File: config.mk
export PLATFORM = sky130hd
export DESIGN_NAME = rf_ctx_ctrl
export DESIGN_NICKNAME = d
export VERILOG_FILES = /design/src/rtl/rf_ctx_ctrl.sv
export SDC_FILE = /design/constraint.sdc
export NUM_CORES = 1
export LEC_CHECK = 0
export CAP_MARGIN = 20
export CORE_AREA = 2 2 55 57
export CTS_CLUSTER_SIZE = 20
export DETAILED_ROUTE_END_ITERATION = 7
export DIE_AREA = 0 0 57 59
export HOLD_SLACK_MARGIN = 0.08
export PLACE_DENSITY = 0.92
export SLEW_MARGIN = 20
export SYNTH_ARGS = -nofsm -noshare
export SYNTH_HDL_FRONTEND = slang
export SYNTH_SLANG_ARGS = --single-unit
File: constraint.sdc
create_clock -name clk -period 4.3 [get_ports clk]
set_clock_uncertainty 0.2 [all_clocks]
set_input_delay 0.645 -clock clk [delete_from_list [all_inputs] [get_ports clk]]
set_output_delay 0.645 -clock clk [all_outputs]
set_load 0.005 [all_outputs]
File: src/rtl/rf_ctx_ctrl.sv
// Register-file context save/restore initiator.
// Streams R0..R(NREGS-1) out of read port 1, or back in through the write port.
module rf_ctx_ctrl #(
    parameter int DATA_W = 16,
    parameter int NREGS  = 8,
    parameter int SEL_W  = 3
) (
    input  logic              clk,
    input  logic              rst_n,
    input  logic              save,
    input  logic              restore,
    input  logic              abort,
    output logic              busy,
    output logic              done,
    output logic              err_ctx,
    output logic [SEL_W-1:0]  rf_rdsel,
    input  logic [DATA_W-1:0] rf_rddata,
    output logic [SEL_W-1:0]  rf_wrsel,
    output logic [DATA_W-1:0] rf_wrdata,
    output logic              rf_write,
    output logic              out_valid,
    input  logic              out_ready,
    output logic [DATA_W-1:0] out_data,
    input  logic              in_valid,
    output logic              in_ready,
    input  logic [DATA_W-1:0] in_data
);

    typedef enum logic [1:0] {
        IDLE,
        SAVE,
        RESTORE,
        DONE
    } state_t;

    localparam logic [SEL_W:0] LAST = (SEL_W+1)'(NREGS - 1);
    localparam logic [SEL_W:0] ONE  = (SEL_W+1)'(1);

    state_t         state_q;
    logic [SEL_W:0] idx_q;
    logic           err_q;
    logic           out_fire;

    assign busy      = (state_q == SAVE) || (state_q == RESTORE);
    assign done      = (state_q == DONE);
    assign err_ctx   = err_q;

    // abort suppresses any handshake in the cycle it is seen
    assign out_valid = (state_q == SAVE) && !abort;
    assign in_ready  = (state_q == RESTORE) && !abort;
    assign rf_write  = in_valid && in_ready;
    assign out_fire  = out_valid && out_ready;

    assign rf_rdsel  = idx_q[SEL_W-1:0];
    assign rf_wrsel  = idx_q[SEL_W-1:0];
    assign out_data  = rf_rddata;
    assign rf_wrdata = in_data;

    always_ff @(posedge clk or negedge rst_n) begin
        if (!rst_n) begin
            state_q <= IDLE;
            idx_q   <= '0;
            err_q   <= 1'b0;
        end else begin
            unique case (state_q)
                IDLE: begin
                    idx_q <= '0;
                    err_q <= save && restore;
                    if (save && !restore) begin
                        state_q <= SAVE;
                    end else if (restore && !save) begin
                        state_q <= RESTORE;
                    end
                end
                SAVE: begin
                    err_q <= save || restore;
                    if (abort) begin
                        state_q <= IDLE;
                    end else if (out_fire) begin
                        idx_q <= idx_q + ONE;
                        if (idx_q == LAST) begin
                            state_q <= DONE;
                        end
                    end
                end
                RESTORE: begin
                    err_q <= save || restore;
                    if (abort) begin
                        state_q <= IDLE;
                    end else if (rf_write) begin
                        idx_q <= idx_q + ONE;
                        if (idx_q == LAST) begin
                            state_q <= DONE;
                        end
                    end
                end
                DONE: begin
                    err_q   <= 1'b0;
                    state_q <= IDLE;
                end
                default: begin
                    err_q   <= 1'b0;
                    state_q <= IDLE;
                end
            endcase
        end
    end

endmodule

==> run_results.csv, run 1 <==
group,metric,value,unit
cts,cts-buffers-inserted,3,
floorplanning,io_pins,83,
global_route,grt_overflow,0,
worst_setup_path,crit_top_cell,"clkdlybuf4s50_1",
worst_setup_path,critPathLaunchType,"primary input",
cells_and_area,fin_nets,133,
sta,tightestPinTransition,0.509,ns
synth,synth.avg_cell_area,8.56,sq um
cts,cts_setup_buffers,0,
cells_and_area,mostFrequentLayoutCells,"clkdlybuf4s50_1 (18), ha_1 (10), inv_1 (9)",
worst_setup_path,crit_fanout,7,
cts,cts_max_path_buffers,2,
worst_setup_path,rr_worst_depth,6,
drt,drc,0,
synth,yosys.area.top_type,"buf_4",
run,drv_cap,0,
floorplanning,dieArea,3360,sq um
worst_setup_path,cp_cell_sequence,"clkdlybuf4s50_1, nor2b_1, and2_1, clkdlybuf4s50_1",
sta,finalCriticalPeriod,2.89,ns
power,leakage,0.370,nW
cts,cts_resized,0,
global_route,antenna_found_initial,0,
placed_design,port_buffers,18,
sta,whs,0.357,ns
cells_and_area,final_common_cell,"clkdlybuf4s50_1",
cts,cts_hold_buffers,0,
synth,ys_async_sr_fraction,100,%
cts,cts_tree,"yes",
sta,drv_slew,0,
worst_setup_path,crit_start,"abort",
outcome,status,"completed",
sta,finalSetupViolations,0,
power,powerDensity,578,nW/um^2
cts,clk_latency,0.25,ns
sta,hold_viol,0,
synth,syn_inst,99,
synth,synth_fp_nets,148,
drt,vias_per_cell,4.57,
sta,rsz0062_at_grt,"false",
synth,synth_top_area_share,33.7,%
drt,drtIter0Drc,9,
floorplanning,core_area,2710,sq um
cts,htreeDepth,1,
global_route,grt_pass1_vias,502,
worst_setup_path,cp-endpoint,"rf_write",
synth,yosys_warnings,0,
worst_setup_path,critPathCaptureType,"output port",
cells_and_area,synthToLayoutAreaGrowth,-4.73,%
sta,relSlewSlack,65.8,%
cells_and_area,fin_cells,114,
synth,yosysSeqAreaShare,20.7,%
placed_design,pre_cts_slack,1.41,ns
worst_setup_path,timing.rr.end,"state_q[1]",
cts,clk_pin_slew,0.05,ns
cells_and_area,drive_above_1_share,9.64,%
global_route,grt_pass1_wl,2210,um
drt,routed-via-count,521,
hold_path,min_path_type,"flip-flop to flip-flop",
global_route,grt_use_total,8.90,%
power,ir_drop,205,uV
drt,drtAntennaViolNets,0,
sta,fmax,346,MHz
synth,synth_cell_types,25,
synth,syn_area,847,sq um
placed_design,hpwl,1110,um
sta,fin_crit_sh,67.2,%
floorplanning,rows,19,
worst_setup_path,worstPathRequired,3.45,ns
worst_setup_path,regToRegSetupSlack,2.18,ns
global_route,grt_max_degree,11,
placed_design,gp_congestion,0.744,
synth,synth_seq_cells,7,
synth,synth.area.top_cells,"buf_4 (34%), dfrtp_1 (21%), ha_1 (15%)",
worst_setup_path,reg2reg_from,"state_q[1]",
placed_design,placedCellCount,110,
worst_setup_path,worstPathArrival,2.05,ns
synth,yosys_most_used_dff,"dfrtp_1",
floorplanning,die_w,57,um
worst_setup_path,slowest_delay,0.52,ns
drt,wl_per_cell,12.5,um
drt,dr.pass1.iters,4,
cells_and_area,fillers,300,
worst_setup_path,slowest_stage,"clkdlybuf4s50_1",
synth,synth_edf_count,0,
sta,finalWorstSetupSlack,1.41,ns
sta,setup_tns,0,ns
cells_and_area,diodes,0,
cts,cts.sink_count,7,
floorplanning,initial_core_util,31.3,%
power,total_power,0.000466,W
floorplanning,die_y,59,um
cts,root_buffer,"clkbuf_4",
drt,wl,1420,um
worst_setup_path,critical_path_class,"primary input to output port",
synth_stat cells (all sizes together) (2+ instances only):
master / n
a21oi: 2
dfrtp: 7
nand2: 8
mux2i: 2
nand2b: 2
ha: 10
o21ai: 3
buf: 38
inv: 9
nand3: 3
worst max-delay path, delay by kind of cell:
kind / cells / cell delay, ns
buffers and inverters: 2 / 1.02
and+or+nand+nor: 2 / 0.38
sequential cells by signal (all words and copies together) (netlist names):
signal and count:
err_ctx 1, idx_q 4, state_q 2
how the worst min path moves through the flow:
stage,depth (start not counted),from,end,slack (ns)
after floorplan,0,rst_n,err_ctx,0.15
after global placement,2,idx_q[3],idx_q[3],0.30
after detailed placement,2,idx_q[3],idx_q[3],0.33
after CTS,2,idx_q[3],idx_q[3],0.34
after global routing,2,idx_q[3],idx_q[3],0.41
final,2,idx_q[3],idx_q[3],0.36
metrics by stage:
step / cell area, sq um / utilization (%)
2_1_floorplan: 847 / -
3_3_place_gp: 781 / 28.8
3_5_place_dp: 781 / 28.8
4_1_cts: 807 / 29.8
5_1_grt: 807 / 29.8
6_report: 807 / 29.8
logic make-up (layout without fill, tap and decap cells):
logic type	count (synthesis)	after routing	synth area share [%]
DFF	7	7	20.7
and+or+nand+nor	23	23	15.7
adders and majority gates	10	10	14.8
buffers and inverters	47	31	37.7
muxes	2	2	2.36
AOI/OAI and AO/OA	10	10	8.86
report_power, final:
group          switching (W)  internal, W
sequential         0.0000319    0.0000937
clock              0.0000256    0.0000355
combinational       0.000133     0.000147
total               0.000190     0.000276
area by class of cell:
| class | count | area [sq um] | area share, % |
|---|---|---|---|
| clock buffer | 4 | 26.3 | 3.26 |
| sequential | 7 | 175 | 21.7 |
| multi-input combinational | 45 | 353 | 43.7 |
| timing repair buffer | 18 | 180 | 22.3 |
| inverter | 9 | 33.8 | 4.19 |
| tap | 31 | 38.8 | 4.81 |
per-layer routing:
layer  track usage [%]  up-vias  wire (um)  share of wire [%]
li1                  -      252          -                  -
met2              14.3       18        701                 49
met5                 0        -          0                  0
met4              4.98        0          8               0.56
met3              5.02        2        144                 10
met1              9.23      249        565                 40
No activity file was read; power rests on OpenSTA's default activity.
==> run 2: changes to the inputs <==
Settings changed: CORE_AREA 2 2 55 57 to 2 2 57 59, DIE_AREA 0 0 57 59 to 0 0 59 61, PLACE_DENSITY 0.92 to 0.87.
Clock period 4.3 ns to 2.7 ns, I/O delays scaled along.
==> run_results.csv, run 2 (same netlist as run 1, synthesis figures left out) <==
group,metric,value,unit
power,powerDensity,893,nW/um^2
sta,relSlewSlack,69.7,%
global_route,grt_use_total,8.21,%
worst_setup_path,crit_fanout,5,
outcome,status,"completed",
sta,setup_tns,0,ns
drt,drtAntennaViolNets,0,
floorplanning,die_w,59,um
floorplanning,io_pins,83,
cells_and_area,post-route-util,27.4,%
cells_and_area,largest_reg_flops,4,
floorplanning,die_y,61,um
sta,fmax,403,MHz
drt,wl_per_cell,10.9,um
global_route,antenna_found_initial,0,
cts,htreeDepth,1,
placed_design,port_buffers,18,
global_route,grt_pass1_wl,2100,um
sta,rsz0062_at_grt,"false",
worst_setup_path,critPathCaptureType,"output port",
global_route,grt_overflow,0,
cts,cts_setup_buffers,0,
cells_and_area,drive_above_1_share,9.64,%
hold_path,min_path_type,"primary input to asynchronous set/reset pin",
cts,root_buffer,"clkbuf_4",
worst_setup_path,rr_worst_depth,6,
drt,vias_per_cell,4.36,
cells_and_area,fin_cells,116,
worst_setup_path,critPathLaunchType,"flip-flop",
worst_setup_path,slowest_delay,0.50,ns
cells_and_area,fillers,319,
sta,hold_viol,0,
sta,fin_crit_sh,91.8,%
cells_and_area,fin_nets,133,
floorplanning,core_area,2950,sq um
power,leakage,0.370,nW
sta,tightestPinTransition,0.452,ns
drt,drc,0,
run,drv_cap,0,
cells_and_area,multi_input_area,353,sq um
sta,drv_slew,0,
cts,clk_pin_slew,0.05,ns
cells_and_area,final_common_cell,"clkdlybuf4s50_1",
cells_and_area,regArea,175,sq um
drt,wl,1270,um
global_route,grt_max_degree,11,
cells_and_area,largest_register,"idx_q",
drt,routed-via-count,506,
worst_setup_path,worstPathArrival,1.87,ns
drt,drtIter0Drc,5,
placed_design,gp_congestion,0.849,
worst_setup_path,critical_path_class,"flip-flop to output port",
floorplanning,dieArea,3600,sq um
sta,finalCriticalPeriod,2.48,ns
cells_and_area,diodes,0,
floorplanning,initial_core_util,28.7,%
sta,finalSetupViolations,0,
power,ir_drop,241,uV
worst_setup_path,slowest_stage,"clkdlybuf4s50_1",
cts,cts_resized,0,
cts,cts_hold_buffers,0,
global_route,grt_pass1_vias,466,
worst_setup_path,regToRegSetupSlack,0.68,ns
worst_setup_path,reg2reg_from,"state_q[0]",
cts,cts_tree,"yes",
cts,clk_latency,0.25,ns
worst_setup_path,worstPathRequired,2.10,ns
floorplanning,rows,20,
cts,cts.sink_count,7,
cts,cts_max_path_buffers,2,
cells_and_area,mostFrequentLayoutCells,"clkdlybuf4s50_1 (18), ha_1 (10), inv_1 (9)",
cells_and_area,synthToLayoutAreaGrowth,-4.43,%
worst_setup_path,cp_cell_sequence,"inv_1, ha_1, nor2b_1, and2_1, clkdlybuf4s50_1",
drt,dr.pass1.iters,4,
worst_setup_path,timing.rr.end,"idx_q[3]",
placed_design,placedCellCount,112,
placed_design,hpwl,1000,um
cts,cts-buffers-inserted,3,
[run 2: how the worst max path moves through the flow]
stage                from  endpoint  slack, ns
3_3_place_gp        abort  rf_write       0.35
3_5_place_dp        abort  rf_write       0.28
5_1_grt        state_q[0]  rf_write       0.14
2_1_floorplan  state_q[0]  idx_q[3]       0.86
6_report       state_q[0]  rf_write       0.22
4_1_cts        state_q[0]  rf_write       0.20
[run 2: critical path, delay by kind of cell (launching register included)]
kind / cells / cell delay (ns)
adders and majority gates: 1 / 0.19
DFF: 1 / 0.43
and+or+nand+nor: 2 / 0.37
buffers and inverters: 2 / 0.64
[run 2: report_power, final]
group | internal [W] | switching, W | leakage (nW)
clock network | 0.0000563 | 0.0000371 | 0.0150
logic | 0.000232 | 0.000201 | 0.263
registers | 0.000150 | 0.0000473 | 0.0915
[run 2: per-stage QoR]
stage                     total power, W  cell area [sq um]  worst slack, ns  hold slack [ns]
after floorplan                 0.000519                847            0.860          -0.0906
after global placement          0.000616                783            0.350            0.305
after detailed placement        0.000636                783            0.280            0.333
after CTS                       0.000736                810            0.196            0.219
after global routing            0.000801                810            0.137            0.223
final                           0.000723                810            0.221            0.213
[run 2: area by class of cell]
class | instances | area share (%)
multi-input cells | 45 | 43.6
well taps | 33 | 5.10
flip-flops and latches | 7 | 21.6
repair buffers | 18 | 22.3
inverters | 9 | 4.17
clock buffers | 4 | 3.25
[run 2: metal layers]
layer  up-vias  part of all wire, %  GRT usage, %
met2        26                   45          11.1
met4         0                  1.8          5.52
met3         4                   12          5.54
met5         -                    0             0
li1        253                    -             -
met1       223                   41          9.27
==> run 3: changes to the inputs <==
Settings changed: SLEW_MARGIN 20 to not set.
==> results of run 3 <==
Final layout, timing and power as in run 2 (identical DEF).
